--- config.mk ---
export PLATFORM = sky130hd
export DESIGN_NAME = mem_arbiter
export DESIGN_NICKNAME = d
export VERILOG_FILES = /design/src/rtl/mem_arbiter.sv
export SDC_FILE = /design/constraint.sdc
export NUM_CORES = 1
export LEC_CHECK = 0
export ABC_AREA = 1
export CORE_MARGIN = 8
export CORE_UTILIZATION = 41
export CTS_CLUSTER_SIZE = 30
export DETAILED_ROUTE_END_ITERATION = 8
export PLACE_DENSITY_LB_ADDON = 0.25
export SYNTH_ARGS = -nofsm -noshare
export SYNTH_HDL_FRONTEND = slang
export SYNTH_SLANG_ARGS = --single-unit
--- constraint.sdc ---
create_clock -name clkSYS -period 5.6 [get_ports clkSYS]
set_input_delay 0.56 -clock clkSYS [delete_from_list [all_inputs] [get_ports clkSYS]]
set_output_delay 0.56 -clock clkSYS [all_outputs]
set_load 0.005 [all_outputs]
--- src/rtl/mem_arbiter.sv ---
`default_nettype none
// ============================================================================
// Module   : mem_arbiter
// Purpose  : Round-robin arbiter that shares one system memory port among
//            N requesters using a req/ack handshake. The winning request is
//            registered and forwarded to the memory controller. The
//            requester's ack is returned when the controller completes.
// Options  : ARB_PRIO0_EN - requester 0 has fixed top priority. The other
//            requesters rotate among themselves.
// Revision : 1.0 - initial release
// ============================================================================
module mem_arbiter #(
  parameter int N  = 4,
  parameter int AW = 24,
  parameter int DW = 16
) (
  input  logic                   clkSYS,
  input  logic                   reset,
  input  logic [N-1:0]           req,
  input  logic [N*AW-1:0]        addr,
  input  logic [N*DW-1:0]        data,
  input  logic [N-1:0]           wr,
  output logic [N-1:0]           ack,
  output logic [DW-1:0]          rdata,
  output logic                   mem_req,
  output logic [AW-1:0]          mem_addr,
  output logic [DW-1:0]          mem_data,
  output logic                   mem_wr,
  input  logic                   mem_ack,
  input  logic [DW-1:0]          mem_rdata,
  output logic                   busy,
  output logic [$clog2(N)-1:0]   grant
);

  localparam int              c_GW   = $clog2(N);
  localparam logic [c_GW-1:0] c_LAST = c_GW'(N - 1);

  typedef enum logic [1:0] {
    c_IDLE = 2'd0,
    c_BUS  = 2'd1,
    c_GAP  = 2'd2
  } state_t;

  state_t            r_state;
  logic [c_GW-1:0]   r_grant;
  logic [N-1:0]      r_ack;
  logic [DW-1:0]     r_rdata;
  logic              r_mem_req;
  logic [AW-1:0]     r_mem_addr;
  logic [DW-1:0]     r_mem_data;
  logic              r_mem_wr;
  logic              r_busy;

  state_t            w_state_nxt;
  logic [c_GW-1:0]   w_grant_nxt;
  logic [N-1:0]      w_ack_nxt;
  logic [DW-1:0]     w_rdata_nxt;
  logic              w_mem_req_nxt;
  logic [AW-1:0]     w_mem_addr_nxt;
  logic [DW-1:0]     w_mem_data_nxt;
  logic              w_mem_wr_nxt;

  logic              w_found;
  logic [c_GW-1:0]   w_winner;
  logic [c_GW-1:0]   w_idx;
  logic [AW-1:0]     w_sel_addr;
  logic [DW-1:0]     w_sel_data;
  logic              w_sel_wr;

`ifdef ARB_PRIO0_EN
  // Rotation pointer for requesters 1..N-1. Requester 0 grants never move it.
  logic [c_GW-1:0]   r_rr_ptr;
  logic [c_GW-1:0]   w_rr_ptr_nxt;

  // Winner search: requester 0 first, then rotate among 1..N-1 after the pointer
  always_comb begin
    w_found  = 1'b0;
    w_winner = '0;
    w_idx    = '0;
    if (req[0]) begin
      w_found  = 1'b1;
      w_winner = '0;
    end else begin
      for (int k = 1; k < N; k++) begin
        w_idx = c_GW'(1 + ((int'(r_rr_ptr) - 1 + k) % (N - 1)));
        if (!w_found && req[w_idx]) begin
          w_found  = 1'b1;
          w_winner = w_idx;
        end
      end
    end
  end
`else
  // Winner search: the first set request after the last grant, wrapping modulo N
  always_comb begin
    w_found  = 1'b0;
    w_winner = '0;
    w_idx    = '0;
    for (int k = 1; k <= N; k++) begin
      w_idx = c_GW'((int'(r_grant) + k) % N);
      if (!w_found && req[w_idx]) begin
        w_found  = 1'b1;
        w_winner = w_idx;
      end
    end
  end
`endif

  // Pick the winner's address/data/direction slices out of the packed buses
  always_comb begin
    w_sel_addr = '0;
    w_sel_data = '0;
    w_sel_wr   = 1'b0;
    for (int i = 0; i < N; i++) begin
      if (w_winner == c_GW'(i)) begin
        w_sel_addr = addr[i*AW +: AW];
        w_sel_data = data[i*DW +: DW];
        w_sel_wr   = wr[i];
      end
    end
  end

  // Next-state and next-output logic. Everything holds unless a state acts on it.
  always_comb begin
    w_state_nxt    = r_state;
    w_grant_nxt    = r_grant;
    w_ack_nxt      = '0;
    w_rdata_nxt    = r_rdata;
    w_mem_req_nxt  = r_mem_req;
    w_mem_addr_nxt = r_mem_addr;
    w_mem_data_nxt = r_mem_data;
    w_mem_wr_nxt   = r_mem_wr;
`ifdef ARB_PRIO0_EN
    w_rr_ptr_nxt   = r_rr_ptr;
`endif
    case (r_state)
      c_IDLE: begin
        if (w_found) begin
          w_state_nxt    = c_BUS;
          w_grant_nxt    = w_winner;
          w_mem_req_nxt  = 1'b1;
          w_mem_addr_nxt = w_sel_addr;
          w_mem_data_nxt = w_sel_data;
          w_mem_wr_nxt   = w_sel_wr;
`ifdef ARB_PRIO0_EN
          if (w_winner != '0) begin
            w_rr_ptr_nxt = w_winner;
          end
`endif
        end
      end
      c_BUS: begin
        // Grant is locked until the controller completes; req changes are ignored
        if (mem_ack) begin
          w_state_nxt        = c_GAP;
          w_mem_req_nxt      = 1'b0;
          w_ack_nxt[r_grant] = 1'b1;
          w_rdata_nxt        = mem_rdata;
        end
      end
      c_GAP: begin
        // Dead cycle so the acknowledged requester's registered req can drop
        w_state_nxt = c_IDLE;
      end
      default: begin
        w_state_nxt   = c_IDLE;
        w_mem_req_nxt = 1'b0;
      end
    endcase
  end

  // State and output registers; busy is decoded from the next state
  always_ff @(posedge clkSYS or posedge reset) begin
    if (reset) begin
      r_state    <= c_IDLE;
      r_grant    <= c_LAST;
      r_ack      <= '0;
      r_rdata    <= '0;
      r_mem_req  <= 1'b0;
      r_mem_addr <= '0;
      r_mem_data <= '0;
      r_mem_wr   <= 1'b0;
      r_busy     <= 1'b0;
    end else begin
      r_state    <= w_state_nxt;
      r_grant    <= w_grant_nxt;
      r_ack      <= w_ack_nxt;
      r_rdata    <= w_rdata_nxt;
      r_mem_req  <= w_mem_req_nxt;
      r_mem_addr <= w_mem_addr_nxt;
      r_mem_data <= w_mem_data_nxt;
      r_mem_wr   <= w_mem_wr_nxt;
      r_busy     <= (w_state_nxt != c_IDLE);
    end
  end

`ifdef ARB_PRIO0_EN
  // Rotation pointer register; the reset value makes requester 1 the first searched
  always_ff @(posedge clkSYS or posedge reset) begin
    if (reset) begin
      r_rr_ptr <= c_LAST;
    end else begin
      r_rr_ptr <= w_rr_ptr_nxt;
    end
  end
`endif

  assign ack      = r_ack;
  assign rdata    = r_rdata;
  assign mem_req  = r_mem_req;
  assign mem_addr = r_mem_addr;
  assign mem_data = r_mem_data;
  assign mem_wr   = r_mem_wr;
  assign busy     = r_busy;
  assign grant    = r_grant;

endmodule
`default_nettype wire
* Word level (Yosys, flattened, before mapping)
Cells that the tools add are included.
Word-level totals: bits in registers 67, bits in latches 0, bits in writable memories 0, ROM bits 0, input port bits 187, output and inout port bits 65, word-level logic and storage cells 78, memories kept 0
Cells by class: add/subtract/negate cells 4, multipliers 0, divide/modulo/power cells 0, $lt $le $gt $ge 6, eq/ne operators 7, shifts and indexed selects 0, muxes and demuxes 38, bitwise logic cells 1, reductions and logical operators 13
Operator list (count):
- $mux W24 | 4
- $mux W16 | 4
- $lt A2 B3 Y1 const B | 5
- $mux W1 | 15
- $mux W2 | 6
- $bmux W1 S2 | 4
- $mux W4 | 2
- $eq A2 B2 Y1 const B | 3
- $add A2 B1 Y2 const B | 2
- $add A2 B2 Y2 const B | 2
- $eq A2 B1 Y1 const B | 2
- $logic_and A1 B1 Y1 | 4
- $logic_not A2 Y1 | 2
- $ne A2 B2 Y1 const B | 2
- $pmux W2 S2 | 1
- $reduce_and A2 Y1 | 2
- $logic_not A1 Y1 | 3
- $pmux W1 S3 | 1
- $reduce_and A3 Y1 | 1
- $demux W1 S2 | 1
- $ge A2 B1 Y1 const B | 1
- $reduce_bool A2 Y1 | 1
- $not A1 Y1 | 1

* Logic depth before layout (Yosys ltp)
Gate-level depths: netlist of the first run.
word-level depth 18, mapped depth 19, mapped depth without buffers 15

* Worst setup path before layout of the first run
OpenSTA, ideal clock, no wires.
path kind reg2reg, start reg r_grant[0], in the netlist grant[0], end reg r_mem_addr[10], in the netlist mem_addr[10], library setup time 0.116 ns, arrival 2.291 ns, slack 3.192 ns, cell stages (with the launch flop) 19, buffers on the path 4, clock period less this slack 2.408 ns, cells stage by stage dfstp_2 buf_6 inv_6 ha_1 inv_1 nand3_1 nand2_1 nand4_1 nand3_2 buf_6 inv_2 nand2_1 inv_2 buf_6 buf_6 nand2_1 nand3_1 nand2_1 nand2_1
Between the ends: word-level cells in the longest chain between the ends 18
RTL lines:
- start: declaration | RTL line 45 | logic [c_GW-1:0] r_grant;
- start signal: assignment | RTL line 176 | r_grant <= c_LAST;
- start signal: assignment | RTL line 186 | r_grant <= w_grant_nxt;
- $add A2 B1 Y2 | RTL line 100 | w_idx = c_GW'((int'(r_grant) + k) % N);
- $bmux W1 S2 | RTL line 101 | if (!w_found && req[w_idx]) begin
- $mux W1 (not written as such) | RTL line 101
- $mux W1 | RTL line 101
- $logic_not A1 Y1 | RTL line 101
- $logic_and A1 B1 Y1 | RTL line 101
- $mux W1 | RTL line 101
- $logic_not A1 Y1 | RTL line 101
- $logic_and A1 B1 Y1 | RTL line 101
- $mux W1 | RTL line 101
- $logic_not A1 Y1 | RTL line 101
- $logic_and A1 B1 Y1 | RTL line 101
- $mux W2 | RTL line 101
- $logic_not A2 Y1 | RTL line 115 | if (w_winner == c_GW'(i)) begin
- $mux W24 (4 in series) | RTL line 115
- end signal: assignment | RTL line 190 | r_mem_addr <= w_mem_addr_nxt;
- end: declaration | RTL line 49 | logic [AW-1:0] r_mem_addr;
Parallel ways exist; a longest one is shown, timed or not. The select of a mux whose other input is x is not followed. A chain may end at the register's enable or synchronous reset.

* Worst setup path in the final report of the first run
start reg r_grant[0], in the netlist grant[0], end reg r_mem_addr[7], in the netlist mem_addr[7]
Same word-level chain as after synthesis.

==> results of run 1 <==
## Yosys cell counts
library cell / count / share of area [%]
o21a_1: 1 / 0.18
buf_1: 1 / 0.091
nor2_8: 1 / 0.49
o21ai_1: 20 / 2.4
clkinv_1: 1 / 0.091
nand3b_1: 1 / 0.18
inv_6: 1 / 0.21
nand2_2: 2 / 0.30
buf_4: 1 / 0.18
nand3_1: 59 / 7.2
or2_0: 1 / 0.15
nand2_1: 276 / 25
inv_2: 3 / 0.27
a21oi_1: 1 / 0.12
ha_1: 4 / 1.2
nand3_2: 3 / 0.73
nand2_4: 1 / 0.27
dfrtp_1: 65 / 40
clkbuf_1: 14 / 1.3
buf_6: 9 / 2.5
buf_2: 12 / 1.5
nor2_1: 10 / 0.91
nor2_4: 1 / 0.27
inv_1: 43 / 3.9
nand4_1: 25 / 3.8
nand4_2: 1 / 0.30
o21ai_0: 44 / 5.4
dfstp_2: 2 / 1.3
## area by class of cell
type | instances | area [um2]
Sequential cell | 67 | 1680
Inverter | 48 | 185
Fill cell | 872 | 2980
Clock inverter | 5 | 77.6
Clock buffer | 11 | 131
Tap cell | 133 | 166
Timing Repair Buffer | 254 | 2530
Multi-Input combinational cell | 451 | 2020
## per-stage QoR
step	util, %	instance area, um2	hold slack (ps)
final	69.5	6800	482
after global routing	69.5	6800	493
after CTS	69.5	6800	484
after detailed placement	67.4	6590	466
after global placement	67.4	6590	460
after floorplan	-	4110	472
## sequential cells by signal, summed over array words and instances, names as in the netlist
signal / count
grant: 2
rdata: 16
mem_req: 1
mem_addr: 24
ack: 4
mem_data: 16
busy: 1
mem_wr: 1
r_state: 2
## report_power, final
part | total, mW | internal [mW] | switching (mW) | leakage (nW)
Clock | 0.433 | 0.250 | 0.184 | 0.103
Combinational | 3.05 | 1.17 | 1.88 | 2.33
Sequential | 0.873 | 0.734 | 0.139 | 0.832
## logic make-up after synthesis
family                   synth area share [%]
AND/OR/NAND/NOR                          39.8
buffers and inverters                    9.99
flip-flops                               40.9
AO/OA/AOI/OAI                            8.10
adder cells (fa/ha/maj)                  1.22
## tightest hold or removal path, cell delays in order, from the launching register on
cell     delay (ps)
dfrtp_1         350
nand2_1          50
nand2_1          50
## placed cells by master, fill, tap and decap left out
| cell type | count |
|---|---|
| nand2_1 | 275 |
| clkdlybuf4s50_1 | 251 |
| dfrtp_1 | 65 |
| nand3_1 | 59 |
| o21ai_0 | 44 |
| inv_1 | 42 |
| nand4_1 | 25 |
| o21ai_1 | 20 |
| nor2_1 | 10 |
| clkbuf_8 | 9 |
| inv_2 | 4 |
| ha_1 | 4 |
| nand3_2 | 3 |
| nand2_2 | 3 |
| buf_4 | 3 |
| bufinv_16 | 2 |
| clkinv_2 | 2 |
| clkbuf_1 | 2 |
| dfstp_2 | 2 |
| inv_6 | 1 |
| o21a_1 | 1 |
| nor2_4 | 1 |
| nand4_2 | 1 |
| a21oi_1 | 1 |
| nor2_8 | 1 |
| nand3b_1 | 1 |
| nand2_4 | 1 |
| or2_0 | 1 |
| clkinv_1 | 1 |
| clkinvlp_4 | 1 |
## metal layers
| layer | part of all wire, % | vias up | track usage, % | wire length [um] |
|---|---|---|---|---|
| met5 | 0 | - | 0 | 0 |
| met4 | 2.4 | 0 | 8.99 | 409 |
| met3 | 11 | 30 | 8.43 | 1890 |
| met2 | 48 | 273 | 41.4 | 8060 |
| met1 | 38 | 2258 | 26.9 | 6440 |
| li1 | - | 2376 | - | - |
## path summary, 6_finish.rpt
check / start / end / slack [ps] / depth (start not counted)
max in group asynchronous: reset / mem_data[9] / 4260 / 3
setup / recovery: grant[0] / mem_addr[7] / 1470 / 13
hold reg to reg: mem_data[10] / mem_data[10] / 480 / 2
hold / removal: mem_data[10] / mem_data[10] / 480 / 2
setup reg to reg: grant[0] / mem_addr[7] / 1470 / 13
min in group asynchronous: reset / rdata[11] / 790 / 3
==> flow_summary.toml, run 1 <==
[route]
drt-total-wl_mm = 16.8
drtPass1Iterations = 5
ant_nets = 0
drc_errors = 0
via_count = 4937
wl_per_cell_um = 17.3
vias_per_cell = 5.09
first_iter_violations = 292

[timing]
fin_crit_ps = 4130
timing.fmax_ghz = 0.242
period_share_pct = 73.8
setup_viol = 0
skew_ps = 6.96
hold_viol_final = 0
rsz0062_at_grt = "false"
tns_ps = 0
relSlewSlack_pct = 23.0
drv_slew = 0
worst_slew_pin_slew_ps = 1150
timing.final.ws_setup_ps = 1470

[clock_network]
clk_pin_slew_ps = 70
htree_levels = 3
post_cts_buffers = 0
cts_sinks = 67
cts_hold_buf = 0
root_buffer = "clkbuf_8"
cts_tree = "done"
clockBufferDepth = 2
numCtsBuffers = 9
clk_latency_ps = 340
cts_resized = 0

[critical_path]
required_ps = 5880
cp_common_cell = "nand2_1"
slowest_stage = "nand3_2"
path_class = "flop to flop"
cp_max_fo = 56
startpoint_type = "flop"
crit_arrival_ps = 4410
slowest_delay_ps = 940
path_cells = "inv_6 -> ha_1 -> inv_1 -> nand3_1 -> nand2_2 -> nor2_4 -> nand4_2 -> nand3_2 -> nor2_8 -> nand2_1 -> nand4_1 -> nand2_1 -> nand2_1"
path_buf_inv = 2
crit_path_end_kind = "flop"
crit_family = "simple AND/OR/NAND/NOR gates"

[grt]
grt_overflow = 0
grt_pass1_wl_mm = 25.2
antenna_found_initial = 0
grt_max_degree = 68
grt_pass1_vias = 5006
grt_usage_pct = 24.1

[synthesis]
synth_nets = 794
syn_inst = 603
synth_area_per_cell_um2 = 6.81
syn_area_um2 = 4110
yosysSeqAreaShare_pct = 40.9
ys_ff_latch = 67
synth_cell_type_count = 28
ys_warn_count = 0

[place]
pre_cts_ws_ps = 1530
dp_hpwl_mm = 12.9
port_buffers = 251
place_congestion = 0.907
dp.cells = 953

[die]
die_area_um2 = 13500
start_util_pct = 42.0
die_w_um = 116
io_pins = 252
coreArea_um2 = 9770
fp-row-count = 36
die_h_um = 116

[run_status]
status = "finished, final reports clean"

[finish]
stdcell_count = 969
final_net_count = 1022
drive_above_1_share_pct = 4.07
n_antenna_cell = 0
synthToLayoutAreaGrowth_pct = 65.4

[power_and_ir_drop]
pwr_density_cell_nw_per_um2 = 641
ir_drop_mv = 0.515
power.total_mw = 4.36
leakagePower_nw = 3.26

[job]
maxCapViolCount = 0

[min_path]
hold_class = "flop to flop"
Power figures use the tool's default switching activity.
==> run 2: changes to the inputs <==
--- a/config.mk
+++ b/config.mk
@@ -7,7 +7,7 @@
 export LEC_CHECK = 0
 export ABC_AREA = 1
 export CORE_MARGIN = 8
-export CORE_UTILIZATION = 41
+export CORE_UTILIZATION = 34
 export CTS_CLUSTER_SIZE = 30
 export DETAILED_ROUTE_END_ITERATION = 8
 export PLACE_DENSITY_LB_ADDON = 0.25
==> constraint.sdc (replaced) <==
create_clock -name clkSYS -period 3.3 [get_ports clkSYS]
set_input_delay 0.33 -clock clkSYS [delete_from_list [all_inputs] [get_ports clkSYS]]
set_output_delay 0.33 -clock clkSYS [all_outputs]
set_load 0.005 [all_outputs]
==> flow_summary.toml, run 2 (synthesis results as in run 1) <==
[run_status]
status = "finished, final reports clean"

[finish]
largest_reg_flops = 24
synthToLayoutAreaGrowth_pct = 69.4
layout_commonest_cell = "nand2_1"
fin_util_pct = 58.4
final_cell_mix = "275 x nand2_1, 251 x clkdlybuf4s50_1, 65 x dfrtp_1, 59 x nand3_1, 44 x o21ai_0"
drive_above_1_share_pct = 5.10
n_antenna_cell = 0
design_area_um2 = 6960
final_net_count = 1029

[timing]
timing.final.ws_setup_ps = 266
skew_ps = 10.1
hold_viol_final = 0
tns_ps = 0
fin_crit_ps = 3030
relSlewSlack_pct = 37.9
timing.fmax_ghz = 0.330
rsz0062_at_grt = "false"
setup_viol = 0
worst_slew_pin_slew_ps = 930
drv_slew = 0
period_share_pct = 91.9

[min_path]
whs_path_depth = 2
hold_class = "flop to flop"
min_from = "mem_addr[19]"
min_to = "mem_addr[19]"

[route]
drt-total-wl_mm = 16.8
wl_per_cell_um = 17.0
via_count = 4876
drc_errors = 0
vias_per_cell = 4.93
first_iter_violations = 313
ant_nets = 0
drtPass1Iterations = 5

[place]
dpl-instance-area_um2 = 6660
port_buffers = 251
pre_cts_ws_ps = 290
place_congestion = 0.827
dp_hpwl_mm = 13.0

[clock_network]
htree_levels = 3
root_buffer = "clkbuf_16"
post_cts_buffers = 0
clk_latency_ps = 330
cts_tree = "done"
clk_pin_slew_ps = 60
cts_sinks = 67
cts_hold_buf = 0
clockBufferDepth = 2
numCtsBuffers = 9
cts_resized = 0

[critical_path]
r2r_slack_ps = 270
required_ps = 3520
slowest_stage = "dfstp_2"
crit_arrival_ps = 3250
cp_max_fo = 30
crit_path_end_kind = "flop"
slowest_delay_ps = 700
path_class = "flop to flop"
path_cells = "inv_6 -> ha_1 -> inv_1 -> nand3_1 -> nand2_2 -> nor2_4 -> nand3_1 -> nand3_2 -> buf_4 -> nand2_4 -> o21ai_0 -> inv_1 -> nand2_1 -> nand2_1"
reg2reg_to = "mem_addr[16]"
reg2regPathDepth = 14
startpoint_type = "flop"
r2r-start = "grant[0]"

[die]
die_area_um2 = 15900
io_pins = 252
die_h_um = 126
start_util_pct = 34.5
fp-row-count = 40
die_w_um = 126
coreArea_um2 = 11900

[grt]
grt_max_degree = 68
grt_pass1_wl_mm = 26.7
grt_usage_pct = 21.0
grt_overflow = 0
grt_pass1_vias = 5205
antenna_found_initial = 0

[power_and_ir_drop]
leakagePower_nw = 3.34
ir_drop_mv = 0.493
pwr_density_cell_nw_per_um2 = 1120

[job]
maxCapViolCount = 0
run 2: cell types whose count changed in the layout (fill, tap and decap cells not counted):
cell       delta
clkbuf_16     +9
clkbuf_8      -9
buf_4         +7
clkinv_2      -1
clkinv_4      +3
inv_6         +1
bufinv_16     -1
clkbuf_1      -2
run 2: area by class of cell:
| type | instances | area [um2] |
|---|---|---|
| inverters | 48 | 185 |
| clock buffers | 9 | 225 |
| clock inverters | 7 | 77.6 |
| well taps | 147 | 184 |
| flip-flops and latches | 67 | 1680 |
| repair buffers | 261 | 2590 |
| fillers | 1119 | 4950 |
| multi-input cells | 451 | 2020 |
run 2: worst max-delay path by stage:
| stage | start | end | slack, ps | cells past startpoint |
|---|---|---|---|---|
| 4_1_cts | grant[0] | mem_data[13] | 270 | 13 |
| 3_3_place_gp | grant[0] | mem_data[13] | 400 | 12 |
| 2_1_floorplan | grant[0] | mem_addr[10] | 890 | 18 |
| 3_5_place_dp | grant[0] | mem_data[13] | 290 | 13 |
| 6_report | grant[0] | mem_addr[16] | 270 | 14 |
| 5_1_grt | grant[1] | mem_addr[15] | 50 | 14 |
run 2: layer usage:
metal	wire, um	vias up	GRT usage, %
li1	-	2392	-
met1	6530	2175	22.9
met2	7800	276	35.2
met3	2000	33	8.82
met4	499	0	9.20
met5	0	-	0
run 2: worst max-delay path, delay by kind of cell, from the launching register on:
family | cells | cell delay, ps
simple gates | 8 | 1040
buf+inv | 4 | 540
fa+ha+maj | 1 | 370
compound gates | 1 | 250
flops | 1 | 700
run 2: stage by stage:
step	total power [mW]	hold slack, ps	std cells
after floorplan	5.14	440	603
after global placement	6.68	461	974
after detailed placement	6.84	464	974
after CTS	7.85	481	990
after global routing	8.55	502	990
final	7.77	472	990
run 2: where the power goes:
group          leakage [nW]  switching [mW]  internal [mW]
clock                 0.146           0.377          0.590
sequential            0.832           0.237           1.25
combinational          2.36            3.24           2.08
total                  3.34            3.85           3.92
==> run 3: changes to the inputs <==
--- a/config.mk
+++ b/config.mk
@@ -10,6 +10,7 @@
 export CORE_UTILIZATION = 34
 export CTS_CLUSTER_SIZE = 30
 export DETAILED_ROUTE_END_ITERATION = 8
+export MAX_ROUTING_LAYER = met4
 export PLACE_DENSITY_LB_ADDON = 0.25
 export SYNTH_ARGS = -nofsm -noshare
 export SYNTH_HDL_FRONTEND = slang
==> flow_summary.toml, run 3 (synthesis results as in run 1) <==
[finish]
fin_util_pct = 58.8
drive_above_1_share_pct = 4.98
synthToLayoutAreaGrowth_pct = 70.4
largest_reg_flops = 24
final_cell_mix = "275 x nand2_1, 251 x clkdlybuf4s50_1, 65 x dfrtp_1, 59 x nand3_1, 44 x o21ai_0"
layout_commonest_cell = "nand2_1"
final_net_count = 1029

[die]
coreArea_um2 = 11900
start_util_pct = 34.5
io_pins = 252
die_h_um = 126
die_area_um2 = 15900
fp-row-count = 40
die_w_um = 126

[power_and_ir_drop]
pwr_density_cell_nw_per_um2 = 1130
leakagePower_nw = 3.36
power.total_mw = 7.91
ir_drop_mv = 0.704

[critical_path]
r2r_slack_ps = 310
path_cells = "inv_6 -> ha_1 -> inv_1 -> nand3_1 -> nand2_2 -> nor2_4 -> nand3_1 -> nand3_2 -> buf_4 -> nand2_4 -> or2_0 -> nand3_1 -> nand2_1"
slowest_delay_ps = 710
slowest_stage = "dfstp_2"
startpoint_type = "flop"
crit_arrival_ps = 3210
required_ps = 3520
path_class = "flop to flop"
cp_max_fo = 30
cp_common_cell = "nand3_1"
crit_path_end_kind = "flop"

[timing]
period_share_pct = 90.7
timing.fmax_ghz = 0.334
setup_viol = 0
worst_slew_pin_slew_ps = 938
fin_hold_ws_ps = 477
rsz0062_at_grt = "false"
hold_viol_final = 0
tns_ps = 0
drv_slew = 0
skew_ps = 6.58
relSlewSlack_pct = 37.4
fin_crit_ps = 2990

[route]
first_iter_violations = 328
vias_per_cell = 4.94
via_count = 4892
drtPass1Iterations = 5
drc_errors = 0
ant_nets = 0
drt-total-wl_mm = 16.8
wl_per_cell_um = 17.0

[clock_network]
cts_tree = "done"
cts_hold_buf = 0
root_buffer = "clkbuf_16"
clk_latency_ps = 330
numCtsBuffers = 9
post_cts_buffers = 0
clk_pin_slew_ps = 60
clockBufferDepth = 2
cts_sinks = 67
cts_resized = 0
htree_levels = 3

[grt]
grt_pass1_wl_mm = 26.6
grt_overflow = 0
antenna_found_initial = 1
grt_max_degree = 68
grt_pass1_vias = 5153
grt_usage_pct = 21.5

[place]
place_congestion = 0.838
port_buffers = 251
dp_hpwl_mm = 12.7

[min_path]
hold_class = "flop to flop"

[run_status]
status = "finished, final reports clean"

[job]
maxCapViolCount = 0
[run 3: layout make-up]
type                       count  area (um2)
inverter                      48         185
clock buffer                  11         243
antenna                        1        2.50
multi-input combinational    451        2020
clock inverter                 5         100
timing repair buffer         261        2590
tap                          147         184
sequential                    67        1680
fill                        1089        4910
[run 3: per-stage QoR]
stage,worst slack [ps],instances,cell area (um2)
3_3_place_gp,394,974,6660
4_1_cts,318,990,7000
5_1_grt,57.1,991,7000
6_report,309,991,7000
3_5_place_dp,338,974,6660
2_1_floorplan,892,603,4110
[run 3: worst max-delay path: cells and delay by family, from the launching register on]
kind                     cells  cell delay [ps]
AND/OR/NAND/NOR              9             1350
buffers and inverters        3              470
flip-flops                   1              710
adder cells (fa/ha/maj)      1              360
[run 3: final timing paths]
| kind | end | startpoint | cells after the start |
|---|---|---|---|
| worst max-delay path | mem_data[13] | grant[0] | 13 |
| worst min-delay path | rdata[2] | rdata[2] | 2 |
| worst max register to register | mem_data[13] | grant[0] | 13 |
| worst min register to register | rdata[2] | rdata[2] | 2 |
| max in group asynchronous | mem_data[10] | reset | 3 |
| min in group asynchronous | mem_addr[3] | reset | 3 |
[run 3: per-layer routing]
metal / track usage [%] / up-vias / wire length, um
met5: - / - / 0
met4: 9.06 / 0 / 322
met3: 7.26 / 23 / 1910
met2: 34.8 / 269 / 7890
met1: 24.0 / 2203 / 6700
li1: - / 2397 / -
[run 3: where the power goes]
group | switching, mW | internal (mW) | total [mW]
sequential | 0.240 | 1.25 | 1.49
combinational | 3.23 | 2.08 | 5.31
clock | 0.353 | 0.756 | 1.11
total | 3.82 | 4.09 | 7.91
